===== config.mk =====
export PLATFORM = sky130hd
export DESIGN_NAME = rr_arbiter
export DESIGN_NICKNAME = d
export VERILOG_FILES = /design/src/rtl/arb_pkg.sv /design/src/rtl/priorityencoder.sv /design/src/rtl/rr_arbiter.sv
export SDC_FILE = /design/constraint.sdc
export NUM_CORES = 1
export LEC_CHECK = 0
export BUFFER_PORTS_ARGS = -buffer_cell sky130_fd_sc_hd__buf_2
export CAP_MARGIN = 5
export CORE_MARGIN = 5
export CORE_UTILIZATION = 30
export DETAILED_ROUTE_END_ITERATION = 16
export PLACE_DENSITY = 0.48
export SYNTH_ARGS = -nofsm -noshare
export SYNTH_HDL_FRONTEND = slang
export SYNTH_SLANG_ARGS = --single-unit

===== constraint.sdc =====
create_clock -name clk_i -period 6.1 [get_ports clk_i]
set_input_delay 1.22 -clock clk_i [delete_from_list [all_inputs] [get_ports clk_i]]
set_output_delay 1.22 -clock clk_i [all_outputs]
set_load 0.01 [all_outputs]

===== src/rtl/arb_pkg.sv =====
// Shared constants and state type for the 32-way round-robin arbiter.
// The optional hold-timeout (macro RR_ARB_TIMEOUT_EN) uses ARB_MAX_HOLD as its default limit.
package arb_pkg;

    localparam int unsigned ARB_SIZE     = 5;
    localparam int unsigned ARB_N        = 32;
    localparam int unsigned ARB_MAX_HOLD = 16;

    typedef enum logic {
        ARB_IDLE  = 1'b0,
        ARB_GRANT = 1'b1
    } arb_state_e;

endpackage


===== src/rtl/priorityencoder.sv =====
// Returns the index of the highest set bit of in_i; valid_o flags a non-empty vector.
module priorityencoder #(
    parameter int unsigned WIDTH = 32,
    parameter int unsigned IDX_W = 5
) (
    input  logic [WIDTH-1:0] in_i,
    output logic [IDX_W-1:0] idx_o,
    output logic             valid_o
);

    // Later iterations overwrite earlier ones, so the highest set bit wins.
    always_comb begin
        idx_o = '0;
        for (int i = 0; i < WIDTH; i++) begin
            if (in_i[i]) begin
                idx_o = IDX_W'(i);
            end
        end
    end

    assign valid_o = |in_i;

endmodule


===== src/rtl/rr_arbiter.sv =====
// Round-robin arbiter for 2**SIZE requesters; a grant is held until done_i or request drop.
// Defining RR_ARB_TIMEOUT_EN adds a hold counter that preempts a grant after MAX_HOLD cycles.
module rr_arbiter
    import arb_pkg::*;
#(
    parameter int unsigned SIZE     = ARB_SIZE,
    parameter int unsigned MAX_HOLD = ARB_MAX_HOLD
) (
    input  logic                 clk_i,
    input  logic                 rst_n_i,
    input  logic [2**SIZE-1:0]   req_i,
    input  logic                 done_i,
    output logic [2**SIZE-1:0]   gnt_o,
    output logic [SIZE-1:0]      gnt_id_o,
    output logic                 gnt_valid_o,
    output logic                 preempt_o
);

    localparam int unsigned N = 2**SIZE;

    arb_state_e      state_q;
    logic [SIZE-1:0] last_q;
    logic [N-1:0]    gnt_q;
    logic [SIZE-1:0] id_q;
    logic            valid_q;

    logic [N-1:0]    below_mask;
    logic [N-1:0]    masked;
    logic [SIZE-1:0] idx_masked;
    logic [SIZE-1:0] idx_raw;
    logic            vld_masked;
    logic            vld_raw;
    logic [SIZE-1:0] winner;
    logic            release_c;

    // Only requesters strictly below the previous winner get first pick.
    assign below_mask = (N'(1) << last_q) - N'(1);
    assign masked     = req_i & below_mask;

    priorityencoder #(
        .WIDTH (N),
        .IDX_W (SIZE)
    ) u_enc_masked (
        .in_i    (masked),
        .idx_o   (idx_masked),
        .valid_o (vld_masked)
    );

    priorityencoder #(
        .WIDTH (N),
        .IDX_W (SIZE)
    ) u_enc_raw (
        .in_i    (req_i),
        .idx_o   (idx_raw),
        .valid_o (vld_raw)
    );

    assign winner    = vld_masked ? idx_masked : idx_raw;
    assign release_c = done_i | ~req_i[id_q];

`ifdef RR_ARB_TIMEOUT_EN
    localparam int unsigned CNT_W = $clog2(MAX_HOLD + 1);

    logic [CNT_W-1:0] hold_q;
    logic             preempt_q;
    logic             hold_max;

    assign hold_max  = (hold_q == CNT_W'(MAX_HOLD));
    assign preempt_o = preempt_q;
`else
    logic unused_max_hold;

    assign unused_max_hold = ^MAX_HOLD;
    assign preempt_o       = 1'b0;
`endif

    always_ff @(posedge clk_i or negedge rst_n_i) begin
        if (!rst_n_i) begin
            state_q   <= ARB_IDLE;
            last_q    <= '0;
            gnt_q     <= '0;
            id_q      <= '0;
            valid_q   <= 1'b0;
`ifdef RR_ARB_TIMEOUT_EN
            hold_q    <= '0;
            preempt_q <= 1'b0;
`endif
        end else begin
`ifdef RR_ARB_TIMEOUT_EN
            preempt_q <= 1'b0;
`endif
            unique case (state_q)
                ARB_IDLE: begin
                    if (vld_raw) begin
                        state_q <= ARB_GRANT;
                        gnt_q   <= N'(1) << winner;
                        id_q    <= winner;
                        valid_q <= 1'b1;
                        last_q  <= winner;
`ifdef RR_ARB_TIMEOUT_EN
                        hold_q  <= CNT_W'(1);
`endif
                    end
                end
                ARB_GRANT: begin
                    if (release_c) begin
                        state_q <= ARB_IDLE;
                        gnt_q   <= '0;
                        id_q    <= '0;
                        valid_q <= 1'b0;
`ifdef RR_ARB_TIMEOUT_EN
                    end else if (hold_max) begin
                        // A coinciding release takes the branch above, so no pulse there.
                        state_q   <= ARB_IDLE;
                        gnt_q     <= '0;
                        id_q      <= '0;
                        valid_q   <= 1'b0;
                        preempt_q <= 1'b1;
                    end else begin
                        hold_q <= hold_q + CNT_W'(1);
`endif
                    end
                end
                default: state_q <= ARB_IDLE;
            endcase
        end
    end

    assign gnt_o       = gnt_q;
    assign gnt_id_o    = id_q;
    assign gnt_valid_o = valid_q;

endmodule

==> results of run 1 <==
[report_power, final]
part / internal [µW] / switching, µW / total (µW)
Sequential: 373 / 123 / 496
Clock: 151 / 110 / 261
Combinational: 409 / 743 / 1150
[metrics by stage]
step	power, µW	cells	util (%)	setup WS, ns	instance area, µm²
6_report	1910	631	35.2	1.25	4270
5_1_grt	2050	631	35.2	0.881	4270
4_1_cts	1920	631	35.2	1.29	4270
3_5_place_dp	1650	623	34.0	1.32	4120
3_3_place_gp	1660	623	34.0	1.47	4120
2_1_floorplan	1340	408	-	2.55	3730
[metal layers]
metal  global-route usage, %  wire length (µm)
met1                    25.4              6120
met2                    27.1              5960
met3                    2.56               637
met4                    4.06               229
met5                       0                 0
[worst register-to-register path: cells and delay by family, from the launching register on]
kind	cells	cell delay (ns)
AO/OA/AOI/OAI	6	1.39
AND/OR/NAND/NOR	5	1.78
flip-flops	1	0.84
adder cells (fa/ha/maj)	1	0.79
[layout make-up]
type	count	area [µm²]
sequential	44	1100
tap	168	210
multi-input combinational	319	2360
timing repair buffer	76	390
clock buffer	5	125
fill	1283	7840
clock inverter	3	18.8
inverter	16	60.1
[cells in the final DEF (no fill, tap or decap), types with 3 or more instances in the layout]
master,netlist,routed
nand2_1,33,33
dfrtp_1,44,44
or2_2,4,4
buf_2,10,72
a21boi_0,4,4
nor3_1,11,11
buf_4,3,4
nor2_2,3,3
and2_1,5,5
clkbuf_16,0,5
nor2_1,26,26
and3_1,6,6
a211oi_1,3,3
inv_1,15,15
o21ai_1,3,3
nor2b_1,4,4
nor3b_1,3,3
o21a_1,7,7
a21o_1,3,3
a21oi_1,22,22
a22o_1,29,29
o211ai_1,7,7
mux4_2,10,10
nand2b_1,4,4
o21ai_0,26,26
o21bai_1,3,3
nand3_1,6,6
nand4_1,3,3
o211a_1,6,6
nor4_1,11,11
a31oi_1,7,7
o31ai_1,7,7
[logic make-up after synthesis]
group / count (synthesis) / synth area share, %
DFF: 44 / 29.5
buffers and inverters: 45 / 7.18
other: 1 / 0.101
AOI/OAI and AO/OA: 158 / 32.2
and+or+nand+nor: 148 / 24.3
muxes: 11 / 6.30
adders and majority gates: 1 / 0.335
[flip-flops by register name, summed over array words and instances, names as in the netlist]
register     cells
gnt_valid_o      1
gnt_id_o         5
state_q          1
gnt_o           32
last_q           5
[worst paths after layout]
path,from,end,slack (ns),cells after the start
min in group asynchronous,rst_n_i,gnt_valid_o,1.09,1
max in group asynchronous,rst_n_i,gnt_o[2],4.40,1
max reg2reg,last_q[1],gnt_o[3],1.25,12
max,last_q[1],gnt_o[3],1.25,12
min reg2reg,gnt_valid_o,gnt_valid_o,0.48,2
min,gnt_valid_o,gnt_valid_o,0.48,2
==> impl_metrics.toml, run 1 <==
[timing]
hold_viol = 0
fin_worst_skew_ns = 0.00739
tns_ns = 0
final.min_clock_period_ns = 4.85
hold_slack_ns = 0.481
maxSlewHeadroom_pct = 34.8
worst_slew_pin_slew_ns = 0.978
fin_crit_sh_pct = 79.5
finalMaxSlewViolations = 0
max_freq_mhz = 206
rsz0062_at_grt = "false"
setup_violations = 0

[yosys]
synthArstFlopShare_pct = 100
ys_types = 88
synth_largest_area_cell = "dfrtp_1"
ys_seq_elements = 44
synth_top_area_share_pct = 29.5
yosysSeqAreaShare_pct = 29.5
yosysMostFrequentCell = "dfrtp_1"
syn_area_per_cell_um2 = 9.14
synth_fp_nets = 444
netlist_top_cells_count = "dfrtp_1 (44), nand2_1 (33), a22o_1 (29)"
ys_warn_count = 0
synth_edf_count = 0
syn_inst = 408
ys.flop_type = "dfrtp_1"
ys_top_cells_by_area = "dfrtp_1 (30%), a22o_1 (6.8%), mux4_2 (6.0%)"
synthesis.area_um2 = 3730

[drt]
drc = 0
wl_per_cell_um = 20.5
vias = 3615
first_pass_iters = 5
viasPerCell = 5.73
postRouteAntennaNets = 0
first_iter_violations = 283
routed_wl_mm = 13.0

[clocking]
ctsResizeCount = 0
worstSkewPairLatency_ns = 0.29
holdBufCountCts = 0
clockRootBuffer = "clkbuf_16"
cts_setup_buffers = 0
tritoncts = "done"
clock_path_buffers = 2
cts_buffers = 5
cts_sinks = 44
clk_pin_slew_worst_paths_ns = 0.06
htree_levels = 2

[worst_setup_path]
cp_common_cell = "o21a_1"
path_class = "flop to flop"
path_cells = "nor2_1, nand3_1, ha_1, or4b_1, o21a_1, a211oi_2, a21oi_1, and4b_1, o21a_1, o311ai_1, and2_1, a32o_2"
crit_family = "simple AND/OR/NAND/NOR gates"
crit_fanout = 27
critical-path-slowest-cell = "dfrtp_1"
max_stage_delay_ns = 0.84
cp-start-kind = "flop"
critPathBufInv = 0
cp-end-kind = "flop"
arrival_ns = 5.07
crit_required_ns = 6.33

[global_route]
grt_pass1_vias = 3500
grt_max_degree = 45
track_usage_pct = 17.4
overflow = 0
grt_first_pass_wirelength_mm = 20.3
antenna_found_initial = 0

[floorplan]
fp.dieH_um = 122
coreArea_um2 = 12100
start_util_pct = 30.8
rows = 40
top_level_ports = 74
die-area_um2 = 14800
dieWidth_um = 122

[layout]
drive_gt1_share_pct = 27.6
fin_nets = 498
num_antenna_cells = 0
syn_to_final_growth_pct = 14.4

[pwr]
p_per_area_nw_per_um2 = 447
leakage_uw = 0.00193
vdd_drop_max_v = 0.000168

[placement]
gp_congestion = 0.868
dpl.hpwl_mm = 9.78
io_buffers = 72

[min_path]
hold_path.class = "flop to flop"

[outcome]
outcome = "completed"

[job]
drv_cap = 0
(Power assumes the default switching activity.)
==> inputs of run 2 (changes only) <==
==> constraint.sdc (replaced) <==
create_clock -name clk_i -period 4.9 [get_ports clk_i]
set_input_delay 0.98 -clock clk_i [delete_from_list [all_inputs] [get_ports clk_i]]
set_output_delay 0.98 -clock clk_i [all_outputs]
set_load 0.01 [all_outputs]
==> run 2 against run 1 <==
  * Non-clock buffer count is 4 higher
  * Combinational power grew 30%
  * Clock-buffer cell count grew 1
  * Sequential share of layout area shrank 0.30 points
  * Clock power increased by 43%
  * Sequential cell count stayed put
  * Power up 28%
  * Global-route usage rose by 0.19 points
  * Via count up 1.5%
  * Worst hold slack lost 0.0035 ns
  * Die area unchanged
  * Largest power group unchanged
==> impl_metrics.toml, run 2 (synthesis results as in run 1) <==
[drt]
routed_wl_mm = 13.1
wl_per_cell_um = 20.6
first_iter_violations = 367
first_pass_iters = 5
drc = 0
postRouteAntennaNets = 0
viasPerCell = 5.78
vias = 3669

[floorplan]
top_level_ports = 74
rows = 40
coreArea_um2 = 12100
fp.dieH_um = 122
die-area_um2 = 14800
start_util_pct = 30.8
dieWidth_um = 122

[timing]
hold_viol = 0
maxSlewHeadroom_pct = 36.1
max_freq_mhz = 252
worst_slew_pin_slew_ns = 0.959
setup_violations = 0
fin_crit_sh_pct = 81.0
finalMaxSlewViolations = 0
final.min_clock_period_ns = 3.97
fin_worst_skew_ns = 0.00343
tns_ns = 0
rsz0062_at_grt = "false"
hold_slack_ns = 0.477

[placement]
dpl.hpwl_mm = 9.94
gp_congestion = 0.931
io_buffers = 72

[pwr]
p_sw_uw = 1210
leakage_uw = 0.00195
vdd_drop_max_v = 0.000185
p_sw_share_pct = 49.7
internal_power_uw = 1220
power_frac_comb_pct = 61.2
pwr-share-clk_pct = 15.4
seqPwrFrac_pct = 23.4
p_per_area_nw_per_um2 = 564

[clocking]
clockRootBuffer = "clkbuf_16"
cts_sinks = 44
worstSkewPairLatency_ns = 0.28
holdBufCountCts = 0
tritoncts = "done"
ctsResizeCount = 0
clk_pin_slew_worst_paths_ns = 0.06
cts_buffers = 5
htree_levels = 2
cts_setup_buffers = 0
clock_path_buffers = 2

[worst_setup_path]
reg2reg_from = "last_q[1]"
path_cells = "nor2_1, nand3_1, ha_1, buf_4, or4b_2, a21boi_0, a211o_1, nand4bb_1, nor4_4, o41ai_1, o311ai_1, and2_1, a32o_2"
crit_required_ns = 5.07
crit_fanout = 10
cp-start-kind = "flop"
cp-end-kind = "flop"
max_stage_delay_ns = 0.60
crit_family = "simple AND/OR/NAND/NOR gates"
ff2ff_path_depth = 13
arrival_ns = 4.14
critical-path-slowest-cell = "or4b_2"
critPathBufInv = 1
reg2reg_slack_ns = 0.93
r2r_end = "gnt_o[3]"
path_class = "flop to flop"

[min_path]
hold_start = "gnt_valid_o"
hold_path.class = "flop to flop"
whs_path_depth = 2
min_to = "gnt_valid_o"

[layout]
layout_commonest_cell = "buf_2"
layout_common_cells = "buf_2 (72), dfrtp_1 (44), nand2_1 (33)"
fillers = 1300
num_antenna_cells = 0
fin_nets = 502
syn_to_final_growth_pct = 15.7
largest_reg_flops = 32
drive_gt1_share_pct = 28.1

[global_route]
antenna_found_initial = 1
grt_max_degree = 45
grt_first_pass_wirelength_mm = 20.6
track_usage_pct = 17.6
overflow = 0
grt_pass1_vias = 3533

[outcome]
outcome = "completed"

[job]
drv_cap = 0
-- run 2: cell count changes in the layout (fill, tap and decap cells not counted), sizes merged --
cell / before / now
buf: 76 / 80
clkinv: 4 / 2
bufinv: 0 / 1
clkbuf: 5 / 6
-- run 2: layout make-up --
class                      instances  area, µm²  share of cell area [%]
clock buffer                       6        129                    2.98
inverter                          16       60.1                    1.39
clock inverter                     2       35.0                   0.811
multi-input combinational        319       2360                    54.7
timing repair buffer              80        420                    9.74
tap                              168        210                    4.87
sequential                        44       1100                    25.5
-- run 2: routing by layer --
layer,share of wire (%),vias to the layer above,track usage (%)
li1,-,1701,-
met4,2.3,2,4.41
met1,47,1825,24.9
met2,46,121,27.5
met3,5.2,20,3.59
met5,0.099,-,0
-- run 2: stage by stage --
stage | setup slack [ns] | cell area [µm²] | std cells | util [%] | total power, µW
finish | 0.929 | 4320 | 635 | 35.7 | 2440
global route | 0.584 | 4320 | 635 | 35.7 | 2620
CTS | 0.910 | 4320 | 635 | 35.7 | 2450
detailed placement | 0.966 | 4150 | 627 | 34.3 | 2060
global placement | 1.02 | 4150 | 627 | 34.3 | 2060
floorplan | 1.35 | 3730 | 408 | - | 1670
-- run 2: power by group through the flow --
stage	combinational, µW	clock, µW	sequential (µW)
floorplan	1100	0	570
global placement	1480	0	580
detailed placement	1480	0	580
CTS	1490	382	574
global route	1640	394	586
finish	1490	374	570
-- run 2: tightest hold or removal path, cell delays in order, from the launching register on --
cell and delay (ns):
dfrtp_1 0.34, nand2_1 0.05, nand2_1 0.05
-- run 2: worst max-delay path by stage --
stage / startpoint / end / slack [ns] / cells after the start
2_1_floorplan: last_q[1] / gnt_o[1] / 1.35 / 17
3_3_place_gp: last_q[1] / gnt_o[3] / 1.02 / 13
3_5_place_dp: last_q[1] / gnt_o[3] / 0.97 / 13
4_1_cts: last_q[1] / gnt_o[3] / 0.91 / 13
5_1_grt: last_q[1] / gnt_o[1] / 0.58 / 12
6_report: last_q[1] / gnt_o[3] / 0.93 / 13
